[src/rtl/cpu_pkg.sv]
// cpu_pkg: shared types and constants for the CPU sequencer slice.
// Holds the sequencer state enum and the instruction/opcode geometry.
package cpu_pkg;

  localparam int INSTR_W  = 32;
  localparam int OPCODE_W = 4;

  // Opcode that parks the sequencer until the next reset.
  localparam logic [OPCODE_W-1:0] HALT_OP_DEFAULT = 4'hF;

  // Explicit encodings so that unused codes (5..7) fall into the recovery path.
  typedef enum logic [2:0] {
    ST_FETCH     = 3'd0,
    ST_DECODE    = 3'd1,
    ST_EXEC      = 3'd2,
    ST_HALT      = 3'd3,
    ST_STEP_WAIT = 3'd4
  } state_e;

endpackage

[src/rtl/pc_unit.sv]
// pc_unit: program counter register for the sequencer.
// Presets to RESET_PC, then either increments (wrapping modulo 2^ADDR_W)
// or loads a branch target when the sequencer retires an instruction.
module pc_unit #(
  parameter int                ADDR_W   = 28,
  parameter logic [ADDR_W-1:0] RESET_PC = '0
) (
  input  logic              clk,
  input  logic              reset,
  input  logic              i_advance,
  input  logic              i_branch,
  input  logic [ADDR_W-1:0] i_target,
  output logic [ADDR_W-1:0] o_pc
);

  localparam logic [ADDR_W-1:0] PC_STEP = 1;

  logic [ADDR_W-1:0] pc_q;
  logic [ADDR_W-1:0] pc_d;

  // Next PC: hold, sequential step (natural wrap at the top), or branch.
  always_comb begin
    pc_d = pc_q;
    if (i_advance) begin
      pc_d = i_branch ? i_target : (pc_q + PC_STEP);
    end
  end

  // PC register with asynchronous preset.
  always_ff @(posedge clk or posedge reset) begin
    if (reset) begin
      pc_q <= RESET_PC;
    end else begin
      pc_q <= pc_d;
    end
  end

  assign o_pc = pc_q;

endmodule

[src/rtl/cpu_sequencer.sv]
// cpu_sequencer: fetch/decode/execute control FSM, one instruction in flight.
// Optional feature: define CPU_SEQ_SINGLE_STEP_EN to add i_step / i_step_mode,
// which park the FSM in STEP_WAIT before every fetch until i_step rises.
module cpu_sequencer
  import cpu_pkg::*;
#(
  parameter int                  ADDR_W   = 28,
  parameter logic [ADDR_W-1:0]   RESET_PC = '0,
  parameter logic [OPCODE_W-1:0] HALT_OP  = HALT_OP_DEFAULT
) (
  input  logic                clk,
  input  logic                reset,
  output logic [ADDR_W-1:0]   o_mem_addr,
  output logic                o_mem_req,
  input  logic                i_mem_ack,
  input  logic [INSTR_W-1:0]  i_mem_data,
  output logic [INSTR_W-1:0]  o_instruction,
  output logic                o_decode_enable,
  input  logic                i_decode_completed,
  input  logic [OPCODE_W-1:0] i_opcode,
  output logic                o_exec_start,
  input  logic                i_exec_done,
  input  logic                i_branch_taken,
  input  logic [ADDR_W-1:0]   i_branch_target,
`ifdef CPU_SEQ_SINGLE_STEP_EN
  input  logic                i_step,
  input  logic                i_step_mode,
`endif
  output logic                o_halted
);

  state_e               state_q, state_d;
  logic                 mem_req_q, mem_req_d;
  logic [INSTR_W-1:0]   instr_q, instr_d;
  logic                 decode_en_q, decode_en_d;
  logic                 exec_start_q, exec_start_d;
  logic                 halted_q, halted_d;
  logic                 pc_advance;
  logic                 step_mode;
  logic                 step_rise;

`ifdef CPU_SEQ_SINGLE_STEP_EN
  logic step_prev_q;
  assign step_mode = i_step_mode;
  assign step_rise = i_step & ~step_prev_q;

  // Remember last i_step level for rising-edge detection.
  always_ff @(posedge clk or posedge reset) begin
    if (reset) begin
      step_prev_q <= 1'b0;
    end else begin
      step_prev_q <= i_step;
    end
  end
`else
  assign step_mode = 1'b0;
  assign step_rise = 1'b0;
`endif

  // Next-state and next-output logic; outputs are derived from the next state
  // so every control output comes straight from a flop.
  always_comb begin
    state_d    = state_q;
    instr_d    = instr_q;
    pc_advance = 1'b0;
    case (state_q)
      ST_FETCH: begin
        // An ack only counts while our request is actually on the bus.
        if (mem_req_q && i_mem_ack) begin
          instr_d = i_mem_data;
          state_d = ST_DECODE;
        end else if (!mem_req_q && step_mode) begin
          // First fetch after reset is also gated by the step control.
          state_d = ST_STEP_WAIT;
        end
      end
      ST_DECODE: begin
        if (i_decode_completed) begin
          state_d = (i_opcode == HALT_OP) ? ST_HALT : ST_EXEC;
        end
      end
      ST_EXEC: begin
        if (i_exec_done) begin
          pc_advance = 1'b1;
          state_d    = step_mode ? ST_STEP_WAIT : ST_FETCH;
        end
      end
      ST_HALT: begin
        state_d = ST_HALT;
      end
      ST_STEP_WAIT: begin
        if (step_rise || !step_mode) begin
          state_d = ST_FETCH;
        end
      end
      default: begin
        state_d = ST_FETCH;
      end
    endcase

    mem_req_d    = (state_d == ST_FETCH);
    decode_en_d  = (state_d == ST_DECODE);
    exec_start_d = (state_q == ST_DECODE) && (state_d == ST_EXEC);
    halted_d     = (state_d == ST_HALT);
  end

  // FSM state and registered outputs.
  always_ff @(posedge clk or posedge reset) begin
    if (reset) begin
      state_q      <= ST_FETCH;
      mem_req_q    <= 1'b0;
      instr_q      <= '0;
      decode_en_q  <= 1'b0;
      exec_start_q <= 1'b0;
      halted_q     <= 1'b0;
    end else begin
      state_q      <= state_d;
      mem_req_q    <= mem_req_d;
      instr_q      <= instr_d;
      decode_en_q  <= decode_en_d;
      exec_start_q <= exec_start_d;
      halted_q     <= halted_d;
    end
  end

  pc_unit #(
    .ADDR_W   (ADDR_W),
    .RESET_PC (RESET_PC)
  ) u_pc (
    .clk       (clk),
    .reset     (reset),
    .i_advance (pc_advance),
    .i_branch  (i_branch_taken),
    .i_target  (i_branch_target),
    .o_pc      (o_mem_addr)
  );

  assign o_mem_req       = mem_req_q;
  assign o_instruction   = instr_q;
  assign o_decode_enable = decode_en_q;
  assign o_exec_start    = exec_start_q;
  assign o_halted        = halted_q;

endmodule

[config.mk]
export PLATFORM = sky130hd
export DESIGN_NAME = cpu_sequencer
export DESIGN_NICKNAME = d
export VERILOG_FILES = /design/src/rtl/cpu_pkg.sv /design/src/rtl/pc_unit.sv /design/src/rtl/cpu_sequencer.sv
export SDC_FILE = /design/constraint.sdc
export NUM_CORES = 1
export LEC_CHECK = 0
export BUFFER_PORTS_ARGS = -buffer_cell sky130_fd_sc_hd__buf_2
export CAP_MARGIN = 15
export CORE_UTILIZATION = 44
export CTS_CLUSTER_SIZE = 28
export DETAILED_ROUTE_END_ITERATION = 6
export GPL_ROUTABILITY_DRIVEN = 0
export PLACE_DENSITY_LB_ADDON = 0.15
export SLEW_MARGIN = 20
export SYNTH_ARGS = -nofsm -noshare
export SYNTH_HDL_FRONTEND = slang
export SYNTH_SLANG_ARGS = --single-unit
[constraint.sdc]
create_clock -name clk -period 1.8 [get_ports clk]
set_input_delay 0.09 -clock clk [delete_from_list [all_inputs] [get_ports clk]]
set_output_delay 0.09 -clock clk [all_outputs]
set_load 0.02 [all_outputs]
### Word-level counts from Yosys, hierarchy flattened

Cells that the tools add are included.

| storage, ports and cells | value |
|---|---|
| input bits | 70 |
| register bits after elaboration | 67 |
| output and inout port bits | 64 |

| cells by class | value |
|---|---|
| add/subtract/negate cells | 1 |
| equality and inequality tests | 7 |
| muxes and demuxes | 8 |
| reduce and logical (&&, ||, !) cells | 5 |

Operator list:

| cell | count |
|---|---|
| $add A28 B1 Y28 const B | 1 |
| $mux W28 | 1 |
| $eq A3 B2 Y1 const B | 4 |
| $pmux W3 S4 | 1 |
| $mux W3 | 3 |
| $eq A3 B1 Y1 const B | 2 |
| $logic_not A3 Y1 | 2 |
| $eq A4 B4 Y1 const B | 1 |
| $mux W1 | 3 |
| $logic_and A1 B1 Y1 | 2 |
| $reduce_and A2 Y1 | 1 |

### Longest topological paths before layout

| logic depth | value |
|---|---|
| depth in word-level cells | 6 |
| gate-level depth with buffers | 6 |
| gate-level depth less buffers | 5 |

### Modules after synthesis

A second synthesis with hierarchy kept.

| unflattened totals | value |
|---|---|
| cells, all modules | 329 |
| area total of the unflattened synthesis | 3505.9 um2 |

Modules (own cells, without submodules):

| module | sequential area each (um2) | area an instance (um2) | instances | cells an instance |
|---|---|---|---|---|
| pc_unit | 700.7 | 1994.4 | 1 | 232 |
| cpu_sequencer | 975.9 | 1511.4 | 1 | 97 |

### Worst setup path before layout

No wires, ideal clock.

| path | value |
|---|---|
| path kind | register to register |
| start point | reg u_pc.pc_q[5], in the netlist u_pc.o_pc[5] |
| end point | reg u_pc.pc_q[19], in the netlist u_pc.o_pc[19] |
| path buffers | 1 |
| clock period less this slack | 1984 ps |
| cell stages (with the launch flop) | 6 |
| slack | -184 ps |
| arrival | 1915 ps |
| cells stage by stage | dfrtp_1 > buf_4 > nand4_4 > or4_4 > or4_1 > nand3_1 |

| on the way | value |
|---|---|
| word-level cells in the longest chain between the ends | 2 |

RTL lines:

| what | RTL line | RTL |
|---|---|---|
| start: declaration | pc_unit.sv:18 | `logic [ADDR_W-1:0] pc_q;` |
| start signal: assignment | pc_unit.sv:34 | `pc_q <= pc_d;` |
| $add A28 B1 Y28 | pc_unit.sv:25 | `pc_d = i_branch ? i_target : (pc_q + PC_STEP);` |
| $mux W28 | pc_unit.sv:25 |  |

Every way passes these cells.
A chain may end at the register's enable or synchronous reset.

### Worst setup path after layout

| path | value |
|---|---|
| start point | reg u_pc.pc_q[1], in the netlist u_pc.o_pc[1] |
| end point | reg u_pc.pc_q[21], in the netlist u_pc.o_pc[21] |

The elaborated chain is that of the path after synthesis.

==> key figures <==
Pwr
  – Leakage: 2.338 nW
  – Total power: 5.331 mW
  – Worst vdd ir: 0.0005913 V
  – Power Dens Cells: 1031 mW/mm2

Synth
  – Top-area cell type share of the netlist area: 0.4914
  – Cell count after synthesis: 337
  – Top cells by area, synth: dfrtp_1 (49%), mux2_2 (11%), a21oi_1 (3.4%)
  – Synth unique cells: 50
  – Register area share after synthesis: 0.4914
  – Count of yosys warnings during synthesis: 0
  – Most numerous cell in the Yosys netlist: dfrtp_1
  – Async SR Flop Fraction: 1.000
  – Post-synth top cells: dfrtp_1 (67), mux2_2 (32), a21oi_1 (23), nand2_1 (21), o21ai_0 (20)
  – FF+latch count, synth: 67
  – Synth Cell Area: 0.003412 mm2
  – Syn Area/Cell: 10.12 um2
  – Predominant post-synthesis flop cell: dfrtp_1
  – Post-synth EDFFs: 0
  – Post-synth top area cell: dfrtp_1
  – Post-Syn Nets: 408

Min path
  – Tightest Hold Check Type: input pin to flop
  – Critical hold path startpoint: i_branch_target[11]

Layout
  – Ratio of cells with drive above 1 in the final layout: 0.4690
  – Fill count: 578
  – Area of the multi-input gates: 0.001714 mm2
  – Fin nets: 615
  – Antenna cells: 0
  – P&R area growth vs syn: 51.60%
  – Reg area: 0.001685 mm2

Timing
  – Max-slew violation count: 0
  – Hold WS: 0.01608 ns
  – Setup ws final: 0.03603 ns
  – Final setup viols: 0
  – Final period util: 0.9800
  – Final Hold Fails: 0
  – Clk_skew: 0.009144 ns
  – Min Clock Period, post-route: 1.764 ns
  – FMAX: 566.9 MHz
  – RSZ-0062 raised after global routing: true

Clock tree
  – Clock Pin Slew Worst Setup and Hold Paths: 0.07 ns
  – CTS tree: yes
  – Clk root buf: clkbuf_8
  – Total CTS buffers: 9
  – Max H-tree Level: 3
  – Deepest clock path buffer count: 2
  – Clk sinks: 67
  – Clk_lat worst skew: 0.34 ns

Run status
  – Status: complete, no violations

Routing
  – # DRC: 0
  – Vias per Instance: 5.496
  – Initial DRT Pass Iterations: 4
  – Wire length per cell after detailed routing: 16.44 um
  – Routed via count: 3556
  – Iteration-0 DRC Markers: 276
  – Total Wirelength: 10640 um
  – Antenna viol nets, final: 0

GRT
  – Vias in the first global route: 3405
  – GR Util All Layers: 0.2677
  – Antenna violations before repair: 0
  – First-pass GRT wire length: 17190 um
  – Total gr overflow: 0
  – Largest net degree at the start of global routing: 34

Floorplan
  – # IOs: 134
  – Initial Utilization: 0.4630
  – Die X: 90.06 um
  – Die H: 90.06 um
  – FP Rows: 31
  – Core area: 0.007370 mm2
  – Die area: 0.008111 mm2

Worst setup path
  – Crit path arrival time: 2.04 ns
  – Maximum fanout along the worst path: 7
  – Critical Path Sink Type: flop
  – Worst setup path start: u_pc.o_pc[1]$_DFFE_PP0P_
  – CP startpoint kind: flop
  – R2r startpoint: u_pc.o_pc[1]$_DFFE_PP0P_
  – Critical path class: flop to flop
  – Worst endpoint required time: 2.07 ns

Placement
  – Port Buffers: 133
  – Setup slack at placement: -0.01245 ns
  – HPWL after DPL: 7184 um

Run
  – Max Cap Violations: 0
-- flip-flops by register name (all words and copies together), names as in the netlist --
| signal | cells |
|---|---|
| o_instruction | 32 |
| u_pc.o_pc | 28 |
| state_q | 3 |
| o_decode_enable | 1 |
| o_exec_start | 1 |
| o_halted | 1 |
| o_mem_req | 1 |
-- per-layer routing --
layer | track usage | up-vias | share of wire
met5 | 0 | - | 0
met4 | 0.1129 | 0 | 0.026
met3 | 0.04653 | 25 | 0.061
met2 | 0.4478 | 154 | 0.49
met1 | 0.3421 | 1688 | 0.42
li1 | - | 1689 | -
-- report_power, final --
group	total, mW	switching, mW	internal [mW]
logic	1.92	1.08	0.838
registers	2.14	0.251	1.89
clock network	1.27	0.598	0.677
-- through the flow --
step | setup TNS (ns) | utilization | instances | cell area, um2
after floorplan | -0.1104 | - | 337 | 3431
after global placement | 0 | 0.6148 | 594 | 4531
after detailed placement | -0.01245 | 0.6148 | 594 | 4531
after CTS | 0 | 0.6902 | 645 | 5086
after global routing | -0.06965 | 0.7019 | 647 | 5172
final | 0 | 0.7019 | 647 | 5172
-- path summary, 6_finish.rpt --
path | endpoint | slack (ns) | cells after the start
worst min register to register | o_instruction[4]$_DFFE_PP0P_ | 0.50 | 1
worst max register to register | u_pc.o_pc[21]$_DFFE_PP0P_ | 0.04 | 4
worst min-delay path | u_pc.o_pc[11]$_DFFE_PP0P_ | 0.02 | 3
max in group asynchronous | state_q[2]$_DFF_PP0_ | 0.86 | 4
min in group asynchronous | o_instruction[17]$_DFFE_PP0P_ | 0.34 | 3
worst max-delay path | u_pc.o_pc[21]$_DFFE_PP0P_ | 0.04 | 4
-- logic make-up after synthesis --
family	share of synthesized area
buffers and inverters	0.03337
AOI/OAI and AO/OA	0.1317
other	0.001099
and+or+nand+nor	0.2244
muxes	0.1144
DFF	0.4914
adders and majority gates	0.003666
-- cell usage in the layout (no fill, tap or decap), types with 12 or more instances in the layout --
master	n
buf_2	133
dfrtp_1	60
buf_4	47
dlygate4sd3_1	34
mux2_2	32
a21oi_1	23
nand2_1	21
o21ai_0	20
nand3_1	16
nor3_1	13
nor2_1	13
and3_1	12
-- what timing repair did --
item / CTS / global route
resized for setup: 0 / 13
setup buffers: 2 / 2
endpoints found under the hold margin: 53 / 0
hold buffers: 34 / 0
pin swaps: 1 / 7
setup endpoints to repair: 1 / 14
gates cloned: 0 / 0
-- critical path, cell delays in order (launching register included) --
cell and delay, ns:
dfrtp_1 0.41, nand2_1 0.19, or4_1 0.61, or3_1 0.40, nand3_1 0.09
-- final cells by class --
type                            count  area share
Tap cell                           99     0.02395
Inverter                            7    0.005806
Multi-Input combinational cell    242      0.3314
Timing Repair Buffer              217      0.2743
Clock buffer                       10     0.02661
Sequential cell                    67      0.3258
Clock inverter                      5     0.01209
Note: power is estimated with default switching activity, not from simulation.
